===== src/rtl/ball_mover_if.sv =====
// Ball motion interface: cue/collision/pocket controls in, position/velocity/state out.
interface ball_mover_if;
  logic               startOfFrame;
  logic               hitValid;
  logic signed [10:0] hitVelX, hitVelY;
  logic               collisionOccurred;
  logic signed [10:0] collisionVelX, collisionVelY;
  logic               pocketed;
  logic signed [10:0] topLeftX, topLeftY;
  logic signed [10:0] velX, velY;
  logic               moving;
  logic               inPocket;

  modport master (
    output startOfFrame, hitValid, hitVelX, hitVelY,
           collisionOccurred, collisionVelX, collisionVelY, pocketed,
    input  topLeftX, topLeftY, velX, velY, moving, inPocket
  );

  modport slave (
    input  startOfFrame, hitValid, hitVelX, hitVelY,
           collisionOccurred, collisionVelX, collisionVelY, pocketed,
    output topLeftX, topLeftY, velX, velY, moving, inPocket
  );
endinterface


===== src/rtl/ball_mover.sv =====
// Per-ball fixed-point motion engine: frame-stepped position, cue hits, collision override, pocketing.
// Optional per-frame friction is enabled by defining BALL_MOVER_FRICTION_EN.
module ball_mover #(
  parameter logic signed [10:0] INIT_X          = 11'sd100,
  parameter logic signed [10:0] INIT_Y          = 11'sd200,
  parameter int                 FRAC            = 4,
  parameter logic signed [10:0] MAX_SPEED       = 11'sd255,
  parameter int                 FRICTION_PERIOD = 4
) (
  input  logic        clk,
  input  logic        reset,
  ball_mover_if.slave bm
);
  localparam int W = 11 + FRAC;

  if (FRICTION_PERIOD < 1) begin : g_bad_period
    $error("FRICTION_PERIOD must be at least 1");
  end

  typedef enum logic [1:0] {IDLE, MOVING, POCKETED} state_t;

  state_t             state;
  logic signed [W-1:0] pos_x, pos_y, nxt_x, nxt_y;
  logic signed [10:0] vel_x, vel_y, lat_x, lat_y;
  logic signed [10:0] cvx, cvy, fvx, fvy;
  logic               lat_vld, moving_q, pocket_q;

`ifdef BALL_MOVER_FRICTION_EN
  localparam int CW = (FRICTION_PERIOD > 1) ? $clog2(FRICTION_PERIOD) : 1;
  localparam logic [CW-1:0] CNT_LAST = CW'(FRICTION_PERIOD - 1);
  logic [CW-1:0] fric_cnt;
  logic          fric_wrap;
  assign fric_wrap = (fric_cnt == CNT_LAST);
`endif

  function automatic logic signed [10:0] clamp(input logic signed [10:0] v);
    if (v > MAX_SPEED)  return MAX_SPEED;
    if (v < -MAX_SPEED) return -MAX_SPEED;
    return v;
  endfunction

  function automatic logic signed [10:0] toward_zero(input logic signed [10:0] v);
    if (v > 11'sd0) return v - 11'sd1;
    if (v < 11'sd0) return v + 11'sd1;
    return v;
  endfunction

  // Frame update chain: collision override, then friction, then advance with the result.
  always_comb begin
    cvx = lat_vld ? clamp(lat_x) : vel_x;
    cvy = lat_vld ? clamp(lat_y) : vel_y;
    fvx = cvx;
    fvy = cvy;
`ifdef BALL_MOVER_FRICTION_EN
    if (fric_wrap) begin
      fvx = toward_zero(cvx);
      fvy = toward_zero(cvy);
    end
`endif
    nxt_x = pos_x + {{FRAC{fvx[10]}}, fvx};
    nxt_y = pos_y + {{FRAC{fvy[10]}}, fvy};
  end

  always_ff @(posedge clk) begin
    if (reset) begin
      state    <= IDLE;
      pos_x    <= {INIT_X, {FRAC{1'b0}}};
      pos_y    <= {INIT_Y, {FRAC{1'b0}}};
      vel_x    <= '0;
      vel_y    <= '0;
      lat_vld  <= 1'b0;
      lat_x    <= '0;
      lat_y    <= '0;
      moving_q <= 1'b0;
      pocket_q <= 1'b0;
`ifdef BALL_MOVER_FRICTION_EN
      fric_cnt <= '0;
`endif
    end else if (state != POCKETED && bm.pocketed) begin
      state    <= POCKETED;
      vel_x    <= '0;
      vel_y    <= '0;
      lat_vld  <= 1'b0;
      moving_q <= 1'b0;
      pocket_q <= 1'b1;
    end else begin
      case (state)
        IDLE: begin
          if (bm.hitValid && (bm.hitVelX != '0 || bm.hitVelY != '0)) begin
            vel_x    <= clamp(bm.hitVelX);
            vel_y    <= clamp(bm.hitVelY);
            state    <= MOVING;
            moving_q <= 1'b1;
`ifdef BALL_MOVER_FRICTION_EN
            fric_cnt <= '0;
`endif
          end
        end
        MOVING: begin
          if (bm.startOfFrame) begin
            vel_x <= fvx;
            vel_y <= fvy;
            pos_x <= nxt_x;
            pos_y <= nxt_y;
`ifdef BALL_MOVER_FRICTION_EN
            fric_cnt <= fric_wrap ? '0 : fric_cnt + 1'b1;
`endif
            if (fvx == '0 && fvy == '0) begin
              state    <= IDLE;
              moving_q <= 1'b0;
              lat_vld  <= 1'b0;
            end else begin
              // A collision on the frame strobe itself belongs to the next frame.
              lat_vld <= bm.collisionOccurred;
              if (bm.collisionOccurred) begin
                lat_x <= bm.collisionVelX;
                lat_y <= bm.collisionVelY;
              end
            end
          end else if (bm.collisionOccurred && !lat_vld) begin
            lat_vld <= 1'b1;
            lat_x   <= bm.collisionVelX;
            lat_y   <= bm.collisionVelY;
          end
        end
        default: ;
      endcase
    end
  end

  assign bm.topLeftX = pos_x[W-1:FRAC];
  assign bm.topLeftY = pos_y[W-1:FRAC];
  assign bm.velX     = vel_x;
  assign bm.velY     = vel_y;
  assign bm.moving   = moving_q;
  assign bm.inPocket = pocket_q;
endmodule


===== src/flat_wrapper.sv =====
// flat-port wrapper written by rule: the top's interface ports become plain ports
module ball_mover_flat 
#(
  parameter logic signed [10:0] INIT_X          = 11'sd100,
  parameter logic signed [10:0] INIT_Y          = 11'sd200,
  parameter int                 FRAC            = 4,
  parameter logic signed [10:0] MAX_SPEED       = 11'sd255,
  parameter int                 FRICTION_PERIOD = 4
)
  (clk, reset, bm_startOfFrame, bm_hitValid, bm_hitVelX, bm_hitVelY, bm_collisionOccurred, bm_collisionVelX, bm_collisionVelY, bm_pocketed, bm_topLeftX, bm_topLeftY, bm_velX, bm_velY, bm_moving, bm_inPocket);
  ball_mover_if bm_i ();
  input  logic clk;
  input  logic reset;
  input wire logic [$bits(bm_i.startOfFrame)-1:0] bm_startOfFrame;
  input wire logic [$bits(bm_i.hitValid)-1:0] bm_hitValid;
  input wire logic [$bits(bm_i.hitVelX)-1:0] bm_hitVelX;
  input wire logic [$bits(bm_i.hitVelY)-1:0] bm_hitVelY;
  input wire logic [$bits(bm_i.collisionOccurred)-1:0] bm_collisionOccurred;
  input wire logic [$bits(bm_i.collisionVelX)-1:0] bm_collisionVelX;
  input wire logic [$bits(bm_i.collisionVelY)-1:0] bm_collisionVelY;
  input wire logic [$bits(bm_i.pocketed)-1:0] bm_pocketed;
  output wire logic [$bits(bm_i.topLeftX)-1:0] bm_topLeftX;
  output wire logic [$bits(bm_i.topLeftY)-1:0] bm_topLeftY;
  output wire logic [$bits(bm_i.velX)-1:0] bm_velX;
  output wire logic [$bits(bm_i.velY)-1:0] bm_velY;
  output wire logic [$bits(bm_i.moving)-1:0] bm_moving;
  output wire logic [$bits(bm_i.inPocket)-1:0] bm_inPocket;
  assign bm_i.startOfFrame = bm_startOfFrame;
  assign bm_i.hitValid = bm_hitValid;
  assign bm_i.hitVelX = bm_hitVelX;
  assign bm_i.hitVelY = bm_hitVelY;
  assign bm_i.collisionOccurred = bm_collisionOccurred;
  assign bm_i.collisionVelX = bm_collisionVelX;
  assign bm_i.collisionVelY = bm_collisionVelY;
  assign bm_i.pocketed = bm_pocketed;
  assign bm_topLeftX = bm_i.topLeftX;
  assign bm_topLeftY = bm_i.topLeftY;
  assign bm_velX = bm_i.velX;
  assign bm_velY = bm_i.velY;
  assign bm_moving = bm_i.moving;
  assign bm_inPocket = bm_i.inPocket;
  ball_mover #(.INIT_X(INIT_X), .INIT_Y(INIT_Y), .FRAC(FRAC), .MAX_SPEED(MAX_SPEED), .FRICTION_PERIOD(FRICTION_PERIOD)) u_core (.clk(clk), .reset(reset), .bm(bm_i));
endmodule

===== config.mk =====
export PLATFORM = sky130hd
export DESIGN_NAME = ball_mover_flat
export DESIGN_NICKNAME = d
export VERILOG_FILES = /design/src/rtl/ball_mover_if.sv /design/src/rtl/ball_mover.sv /design/src/flat_wrapper.sv
export SDC_FILE = /design/constraint.sdc
export NUM_CORES = 1
export LEC_CHECK = 0
export BUFFER_PORTS_ARGS = -buffer_cell sky130_fd_sc_hd__buf_2
export CORE_ASPECT_RATIO = 1.5
export CORE_MARGIN = 4
export CORE_UTILIZATION = 54
export DETAILED_ROUTE_END_ITERATION = 16
export GPL_ROUTABILITY_DRIVEN = 1
export HOLD_SLACK_MARGIN = 0.03
export PLACE_DENSITY = 0.79
export SYNTH_ARGS = -nofsm -noshare
export SYNTH_HDL_FRONTEND = slang
export SYNTH_SLANG_ARGS = --single-unit

===== constraint.sdc =====
create_clock -name clk -period 3.76 [get_ports clk]
set_input_delay 0.376 -clock clk [delete_from_list [all_inputs] [get_ports clk]]
set_output_delay 0.376 -clock clk [all_outputs]
set_load 0.005 [all_outputs]

* Yosys cells after proc, flatten, opt, wreduce, memory -nomap -nowiden
Index checks and enable logic that the tools add are counted.
Widths: inputs -> output; s select.
** Storage, ports and cells
- Flip-flop bits (word level) :: 79
- Input port bits :: 50
- Output and inout port bits :: 46
- Word-level logic and storage cells :: 125
** Operators by class
- Add/sub/neg operators :: 2
- $lt $le $gt $ge :: 8
- Eq/ne operators :: 10
- Multiplexer cells :: 72
- Bitwise operators :: 1
- Reductions and logical operators :: 21
** Operator list (count)
- $mux 11 :: 30
- $gt 11x9->1 const B :: 4
- $lt 11x9->1 const B :: 4
- $pmux 11 s2 :: 2
- $mux 1 :: 34
- $add 15x15->15 :: 2
- $logic_not 11->1 :: 2
- $reduce_bool 11->1 :: 2
- $mux 2 :: 4
- $reduce_and 4->1 :: 2
- $ne 2x1->1 const B :: 3
- $ne 2x2->1 const B :: 3
- $ne 3x1->1 const B :: 2
- $reduce_and 3->1 :: 2
- $reduce_and 5->1 :: 1
- $logic_and 1x1->1 :: 4
- $pmux 2 s2 :: 1
- $reduce_bool 2->1 :: 2
- $ne 3x2->1 const B :: 1
- $reduce_bool 3->1 :: 1
- $eq 2x1->1 const B :: 1
- $logic_not 2->1 :: 1
- $pmux 1 s2 :: 1
- $reduce_and 2->1 :: 1
- other kinds (4) :: 4

* Depth between registers and ports, before layout
Gate-level depths: netlist of the first run.
- Depth after elaboration :: 16
- Depth in mapped cells :: 16
- Mapped depth without buffers :: 16

* Worst setup path before layout of the first run
Ideal clock, no wire load.
- Path type :: flip-flop to flip-flop
- Start :: reg u_core.lat_x[0]
- End :: reg u_core.pos_x[14]
- Library setup time :: 0.121 ns
- Data arrival time :: 3.362 ns
- Data required time :: 3.639 ns
- Path slack :: 0.277 ns
- Cell stages (with the launch flop) :: 17
- Path buffers :: 1
- Clock period less this slack :: 3.483 ns
- Path through :: dfxtp_1 > nor4_1 > nand3_1 > nand4_1 > ha_1 > buf_2 > nor2_1 > a31oi_1 > ha_1 > fa_1 > a211oi_1 > o211ai_1 > nand4_1 > a21oi_1 > or3_1 > a21oi_1 > mux2_2
** On the way
- Cells in the longest elaborated chain, start to end :: 7
- Elaborated cells on any way between the ends :: 10
- Those cells by class :: 1 x add/sub; 2 x order compare; 7 x mux
** RTL lines
- start: declaration :: RTL line ball_mover.sv:24 : logic signed [10:0] vel_x, vel_y, lat_x, lat_y;
- start signal: assignment :: RTL line ball_mover.sv:116 : lat_x <= bm.collisionVelX;
- start signal: assignment :: RTL line ball_mover.sv:122 : lat_x <= bm.collisionVelX;
- $lt 11x9->1 :: RTL line ball_mover.sv:38 : if (v < -MAX_SPEED) return -MAX_SPEED;
- $mux 1 (2 in a row) :: RTL line ball_mover.sv:38
- $mux 11 :: RTL line ball_mover.sv:39 : return v;
- $mux 11 (*) :: RTL line ball_mover.sv:38
- $mux 11 (*) :: RTL line ball_mover.sv:50 : cvx = lat_vld ? clamp(lat_x) : vel_x;
- $add 15x15->15 (*) :: RTL line ball_mover.sv:60 : nxt_x = pos_x + {{FRAC{fvx[10]}}, fvx};
- end signal: assignment :: RTL line ball_mover.sv:67 : pos_x <= {INIT_X, {FRAC{1'b0}}};
- end signal: assignment :: RTL line ball_mover.sv:103 : pos_x <= nxt_x;
- end: declaration :: RTL line ball_mover.sv:23 : logic signed [W-1:0] pos_x, pos_y, nxt_x, nxt_y;
Every way passes the cells marked *; elsewhere a longest branch is shown, timed or not. The select of a mux whose other input is x is not followed.
A chain may end at the register's enable or synchronous reset.

* Worst setup path in the final report of the first run
- Start :: reg u_core.lat_y[1]
- End :: reg u_core.pos_y[14]
** On the way
- Cells in the longest elaborated chain, start to end :: 7
- Elaborated cells on any way between the ends :: 10
- Those cells by class :: 1 x add/sub; 2 x order compare; 7 x mux
** RTL lines
- start: declaration :: RTL line ball_mover.sv:24
- start signal: assignment :: RTL line ball_mover.sv:117 : lat_y <= bm.collisionVelY;
- start signal: assignment :: RTL line ball_mover.sv:123 : lat_y <= bm.collisionVelY;
- $lt 11x9->1 :: RTL line ball_mover.sv:38
- $mux 1 (2 in a row) :: RTL line ball_mover.sv:38
- $mux 11 :: RTL line ball_mover.sv:39
- $mux 11 (*) :: RTL line ball_mover.sv:38
- $mux 11 (*) :: RTL line ball_mover.sv:51 : cvy = lat_vld ? clamp(lat_y) : vel_y;
- $add 15x15->15 (*) :: RTL line ball_mover.sv:61 : nxt_y = pos_y + {{FRAC{fvy[10]}}, fvy};
- end signal: assignment :: RTL line ball_mover.sv:68 : pos_y <= {INIT_Y, {FRAC{1'b0}}};
- end signal: assignment :: RTL line ball_mover.sv:104 : pos_y <= nxt_y;
- end: declaration :: RTL line ball_mover.sv:23
Marked as above.

==> results of run 1 <==
==> cells by family (layout without fill, tap and decap cells) <==
group / count (synthesis) / after routing / share of synthesized area
and+or+nand+nor: 245 / 245 / 0.2245
AOI/OAI and AO/OA: 169 / 169 / 0.2267
DFF: 78 / 78 / 0.2971
buffers and inverters: 73 / 140 / 0.07762
adders and majority gates: 37 / 37 / 0.09095
muxes: 25 / 25 / 0.04809
xor gates and xnor gates: 21 / 21 / 0.03500
==> synth_stat cells (2+ instances only) <==
cell type	instances	share of area
clkbuf_1	20	0.014
nor4_1	9	0.011
o21a_1	7	0.010
a21oi_1	59	0.056
o211ai_1	5	0.0071
o21bai_1	3	0.0043
or2_1	4	0.0048
and3_1	2	0.0024
buf_8	2	0.0057
or3_1	3	0.0036
xnor2_1	13	0.022
nand2_1	67	0.048
o22a_1	5	0.0083
dfxtp_1	78	0.30
a211o_1	6	0.010
nand4_1	5	0.0060
buf_1	5	0.0036
or2_2	2	0.0024
nand3b_1	4	0.0057
a22o_1	2	0.0033
ha_1	35	0.083
xor2_1	8	0.013
nor2_1	77	0.055
nand2b_1	14	0.017
a2111oi_4	2	0.010
o21ai_0	15	0.014
or4_1	3	0.0043
inv_1	17	0.012
nor2b_1	28	0.033
buf_2	3	0.0029
a31oi_1	12	0.014
fa_1	2	0.0076
buf_4	24	0.034
mux2i_1	23	0.044
nand3_1	6	0.0057
o221ai_1	14	0.023
a21o_1	10	0.014
a31o_2	4	0.0067
o31ai_1	2	0.0029
a211oi_1	10	0.014
o32a_1	2	0.0038
nor3_1	14	0.013
==> what timing repair did <==
item | in CTS | in global routing
hold buffers | 0 | 0
endpoints found under the setup margin | 0 | 5
gates resized for setup | 0 | 20
==> how the worst min path moves through the flow <==
stage                     cells past startpoint                       endpoint  slack (ps)                         start
after CTS                                     3  u_core.lat_x[10]$_SDFFE_PP0P_         270          bm_collisionVelX[10]
after detailed placement                      2   u_core.pos_x[0]$_SDFFE_PP0P_         460  u_core.pos_x[0]$_SDFFE_PP0P_
after global routing                          3   u_core.lat_y[0]$_SDFFE_PP0P_         280           bm_collisionVelY[0]
after floorplan                               2   u_core.pos_x[3]$_SDFFE_PP0P_         440  u_core.pos_x[3]$_SDFFE_PP0P_
final                                         3  u_core.lat_x[10]$_SDFFE_PP0P_         270          bm_collisionVelX[10]
after global placement                        2   u_core.pos_x[0]$_SDFFE_PP0P_         450  u_core.pos_x[0]$_SDFFE_PP0P_
==> layer usage <==
metal,routed length (um),vias to the layer above,share of wire
li1,-,2412,-
met2,7276,168,0.51
met5,0,-,0
met3,943,37,0.067
met4,456,0,0.032
met1,5473,2358,0.39
==> registers in the layout, indices dropped and copies added, names as in the netlist <==
register / cells
u_core.lat_y: 11
u_core.pos_y: 15
u_core.state: 2
u_core.bm.velY: 11
u_core.bm.velX: 11
u_core.lat_vld: 1
u_core.bm.inPocket: 1
u_core.pos_x: 15
u_core.lat_x: 11
==> power by group through the flow <==
stage	Sequential, mW	Combinational [mW]	Clock [mW]
finish	0.875	0.376	0.852
global route	0.877	0.412	0.894
CTS	0.874	0.365	0.861
detailed placement	0.892	0.363	0
global placement	0.891	0.353	0
floorplan	0.887	0.256	0
==> critical path: stages, from the launching register on <==
cell and delay [ps]:
dfxtp_1 340, nor4_2 280, nand2_1 80, nand4_1 100, ha_2 310, nand2b_1 170, a31oi_2 210, inv_1 80
fa_1 430, nand3b_1 230, a31oi_2 220, o21a_1 180, o21bai_2 100, o21ai_1 170, mux2i_1 210, mux2_1 340
==> final cells by class <==
type | count | area, um2 | area share
multi-input cells | 497 | 3385 | 0.5631
flip-flops and latches | 78 | 1562 | 0.2598
repair buffers | 108 | 573.1 | 0.09534
clock buffers | 15 | 287.8 | 0.04788
well taps | 112 | 140.1 | 0.02331
inverters | 17 | 63.81 | 0.01062
==> stage by stage <==
stage            util  setup slack (ps)
6_report       0.6421             208.1
5_1_grt        0.6421            -16.85
4_1_cts        0.6315             50.99
3_5_place_dp   0.6008             76.35
3_3_place_gp   0.6008             244.3
2_1_floorplan       -             277.5
==> flow_summary.json, run 1 <==
{
  "clock_path_buffers": 2,
  "initial_core_util": 0.5613,
  "p_seq_frac": 0.416,
  "n_fill_cell": 844,
  "ctsHtreeMaxLevel": 3,
  "insertion_delay_ps": 340,
  "setup_violations": 0,
  "core_um2": 9361,
  "hold_viol": 0,
  "crit_required_ps": 3980,
  "die_x_um": 88.55,
  "tightest_slew_ps": 1247,
  "status": "complete, no violations",
  "clk_pin_slew_ps": 60,
  "reg2reg_from": "u_core.lat_y[1]$_SDFFE_PP0P_",
  "finalCritPeriodShare": 0.9447,
  "numCtsBuffers": 9,
  "reg2regPathDepth": 15,
  "fin_area_um2": 6011,
  "synthArstFlopShare": 0,
  "busiest_layer": "met2",
  "gr-total-overflow": 0,
  "grt_setup_unrepaired": "yes",
  "crit_arrival_ps": 3780,
  "finClkSkew_ps": 7.565,
  "dr.pass1.iters": 5,
  "max_freq_mhz": 281.5,
  "synthCells": 648,
  "fin_nets": 798,
  "synth_seq_cells": 78,
  "wl_per_cell_um": 17.11,
  "grt_use_met1": 0.2767,
  "max_cap_viol_count": 0,
  "syn_area_um2": 5255,
  "worstSetupEndpoint": "u_core.pos_y[14]$_SDFFE_PP0P_",
  "worstSetupEndpointType": "flop",
  "slew_headroom": 0.1601,
  "layout_commonest_cell": "buf_2",
  "grtUsageMet2": 0.4434,
  "vdd_drop_max_v": 0.0002723,
  "grt_pass1_wl_um": 22690,
  "placedInstanceArea_um2": 5624,
  "final_layout_size_suffix_gt1_frac": 0.2196,
  "antenna_left": 0,
  "placedCellCount": 812,
  "synth_seq_area_share": 0.2971,
  "reg2reg_to": "u_core.pos_y[14]$_SDFFE_PP0P_",
  "clkSinkCount": 78,
  "grt_max_degree": 58,
  "place_congestion": 0.8751,
  "start_kind": "flop",
  "io_pins": 96,
  "p_int_mw": 1.525,
  "p_comb_frac": 0.179,
  "synth-edff-count": 0,
  "power_density_nw_per_um2": 349.9,
  "ys.flop_type": "dfxtp_1",
  "leakagePower_nw": 2.717,
  "crit_path_start": "u_core.lat_y[1]$_SDFFE_PP0P_",
  "cts_tree": "built",
  "drt_iter0_drc": 305,
  "vias": 4975,
  "final.min_clock_period_ps": 3552,
  "synth_area_per_cell_um2": 8.110,
  "rows": 43,
  "final_cell_mix": "buf_2 (95), dfxtp_1 (78), nor2_1 (76)",
  "die_y_um": 128.8,
  "route.detailed.drc": 0,
  "ys_warn_count": 0,
  "io_buffer_count": 95,
  "stdcell_count": 827,
  "maxSlewViolCount": 0,
  "dpl.hpwl_um": 10550,
  "synthDistinctLibCells": 64,
  "grt_pass1_vias": 4939,
  "rrSetupSlack_ps": 210,
  "grt_usage": 0.2500,
  "p_sw_uw": 578.1,
  "avgViaCountPerCell": 6.016,
  "power.total_mw": 2.103,
  "hold_ws_ps": 273.0,
  "wl_um": 14150,
  "diodes": 0,
  "fin_setup_tns_ps": 0,
  "syn-num-nets": 735,
  "cts_setup_buffers": 0,
  "hold_class": "in2reg",
  "area_growth_pct": 14.38,
  "gr-usage-met3": 0.05509,
  "p_sw_frac": 0.2749,
  "dieArea_um2": 11410,
  "path_class": "reg2reg",
  "clockPowerShare": 0.405,
  "crit_fanout": 10,
  "clk_root_buffer_cell": "clkbuf_16",
  "antenna_found_initial": 0
}
Note: power is estimated with default switching activity, not from simulation.
==> inputs of run 2 (changes only) <==
--- a/config.mk
+++ b/config.mk
@@ -8,11 +8,12 @@
 export BUFFER_PORTS_ARGS = -buffer_cell sky130_fd_sc_hd__buf_2
 export CORE_ASPECT_RATIO = 1.5
 export CORE_MARGIN = 4
-export CORE_UTILIZATION = 54
+export CORE_UTILIZATION = 51
 export DETAILED_ROUTE_END_ITERATION = 16
 export GPL_ROUTABILITY_DRIVEN = 1
+export GPL_TIMING_DRIVEN = 0
 export HOLD_SLACK_MARGIN = 0.03
-export PLACE_DENSITY = 0.79
+export PLACE_DENSITY = 0.78
 export SYNTH_ARGS = -nofsm -noshare
 export SYNTH_HDL_FRONTEND = slang
 export SYNTH_SLANG_ARGS = --single-unit
==> constraint.sdc (replaced) <==
create_clock -name clk -period 3 [get_ports clk]
set_input_delay 0.3 -clock clk [delete_from_list [all_inputs] [get_ports clk]]
set_output_delay 0.3 -clock clk [all_outputs]
set_load 0.005 [all_outputs]
==> flow_summary.json, run 2 (same netlist as run 1, synthesis figures left out) <==
{
  "status": "finished with violations",
  "violations": "negative setup slack",
  "leakagePower_nw": 3.166,
  "numCtsBuffers": 9,
  "layout_commonest_cell": "buf_2",
  "clock_path_buffers": 2,
  "route.detailed.drc": 0,
  "place_congestion": 0.9997,
  "max_freq_mhz": 282.3,
  "reg2regPathDepth": 16,
  "worstHoldStart": "bm_collisionVelX[2]",
  "cts_tree": "built",
  "holdPathEnd": "u_core.lat_x[2]$_SDFFE_PP0P_",
  "max_cap_viol_count": 0,
  "crit_arrival_ps": 3770,
  "fin_area_um2": 7214,
  "wl_um": 17450,
  "rows": 45,
  "clkSinkCount": 78,
  "max_stage_delay_ps": 380,
  "crit_fanout": 7,
  "hold_viol": 0,
  "finClkSkew_ps": 9.608,
  "die_x_um": 90.88,
  "area_growth_pct": 37.29,
  "grt_pass1_vias": 5577,
  "start_kind": "flop",
  "antenna_left": 0,
  "final.min_clock_period_ps": 3542,
  "worstSetupEndpointType": "flop",
  "ctsHtreeMaxLevel": 3,
  "dr.pass1.iters": 6,
  "initial_core_util": 0.5214,
  "clk_pin_slew_ps": 60,
  "diodes": 0,
  "placedCellCount": 860,
  "core_um2": 10080,
  "dpl.hpwl_um": 12020,
  "crit_path_cell_trace": "nor4_2 -> nand3_1 -> nand4_1 -> ha_4 -> buf_6 -> nor2_4 -> a31oi_4 -> ha_4 -> fa_2 -> a211oi_2 -> o211ai_1 -> nand4_1 -> a21oi_2 -> or3_1 -> a21oi_2 -> mux2_4",
  "power_density_nw_per_um2": 413.2,
  "maxSlewViolCount": 0,
  "power.total_mw": 2.981,
  "final_cell_mix": "buf_2 (98), nor2_1 (76), dfxtp_1 (72)",
  "clk_root_buffer_cell": "clkbuf_16",
  "vdd_drop_max_v": 0.0003173,
  "layout_setup_ws_ps": -542.4,
  "io_buffer_count": 95,
  "slew_headroom": 0.5497,
  "fin_nets": 890,
  "vias": 5577,
  "biggestRegsByFlops": "u_core.pos_x (15), u_core.pos_y (15)",
  "grt_usage": 0.2689,
  "gr-total-overflow": 0,
  "finalCritPeriodShare": 1.181,
  "grt_max_degree": 13,
  "io_pins": 96,
  "stdcell_count": 924,
  "grt_setup_unrepaired": "yes",
  "reg2reg_from": "u_core.lat_x[5]$_SDFFE_PP0P_",
  "reg2reg_to": "u_core.pos_x[14]$_SDFFE_PP0P_",
  "avgViaCountPerCell": 6.036,
  "antenna_found_initial": 0,
  "path_class": "reg2reg",
  "placedInstanceArea_um2": 5993,
  "wl_per_cell_um": 18.89,
  "crit_required_ps": 3230,
  "drt_iter0_drc": 289,
  "grt_pass1_wl_um": 26080,
  "tightest_slew_ps": 675.5,
  "hold_path_depth": 3,
  "hold_class": "in2reg",
  "setup_violations": 41,
  "rrSetupSlack_ps": -540,
  "die_y_um": 132.3,
  "dieArea_um2": 12030,
  "crit_slowest_cell": "fa_2",
  "final_layout_size_suffix_gt1_frac": 0.3457,
  "insertion_delay_ps": 350
}
[run 2: cell types whose count changed in the layout (fill, tap and decap cells not counted), sizes merged]
cell | previous run | this run
bufinv | 0 | 3
buf | 108 | 179
clkinv | 0 | 1
clkbuf | 15 | 32
[run 2: repair_timing]
item / 4_1_cts / 5_1_grt
cloned: 2 / 0
hold buffers: 0 / 0
pin swaps: 41 / 49
setup buffers: 33 / 19
resized for setup: 56 / 47
endpoints found under the setup margin: 41 / 43
[run 2: power by group]
part	internal [mW]	switching (mW)
sequential	1.06	0.0328
combinational	0.271	0.335
clock	0.830	0.448
total	2.17	0.816
[run 2: critical path: cells and delay by family (launching register included)]
family | cells | cell delay (ps)
simple gates | 6 | 1090
compound gates | 5 | 760
flops | 1 | 330
mux | 1 | 310
fa+ha+maj | 3 | 790
buf+inv | 1 | 130
[run 2: how the worst max path moves through the flow]
| stage | cells after the start | start | end |
|---|---|---|---|
| final | 16 | u_core.lat_x[5]$_SDFFE_PP0P_ | u_core.pos_x[14]$_SDFFE_PP0P_ |
| after global routing | 16 | u_core.lat_x[5]$_SDFFE_PP0P_ | u_core.pos_x[14]$_SDFFE_PP0P_ |
| after CTS | 16 | u_core.lat_y[1]$_SDFFE_PP0P_ | u_core.pos_y[14]$_SDFFE_PP0P_ |
| after detailed placement | 13 | u_core.lat_vld$_SDFFE_PP0P_ | u_core.pos_x[14]$_SDFFE_PP0P_ |
| after global placement | 13 | u_core.lat_vld$_SDFFE_PP0P_ | u_core.pos_x[14]$_SDFFE_PP0P_ |
| after floorplan | 16 | u_core.lat_x[7]$_SDFFE_PP0P_ | u_core.pos_x[14]$_SDFFE_PP0P_ |
[run 2: metrics by stage]
step	hold slack, ps	utilization	setup TNS, ps	worst slack [ps]
after floorplan	415.8	-	-652.6	-316.1
after global placement	447.7	0.5947	-6493	-720.8
after detailed placement	458.7	0.5947	-7849	-812.8
after CTS	187.6	0.6819	-6010	-486.8
after global routing	206.6	0.7158	-13180	-662.6
final	182.6	0.7158	-8098	-542.4
[run 2: layout make-up]
class	instances	area (um2)
multi-input combinational	497	3824
fill	738	2864
sequential	78	1574
timing repair buffer	144	915.9
buffer	56	352.8
clock buffer	11	242.7
tap	117	146.4
clock inverter	4	95.09
inverter	17	63.81
[run 2: per-layer routing]
metal | GRT usage | part of all wire
met1 | 0.2645 | 0.36
met2 | 0.5200 | 0.52
met3 | 0.05368 | 0.062
met4 | 0.1393 | 0.056
met5 | 0 | 0
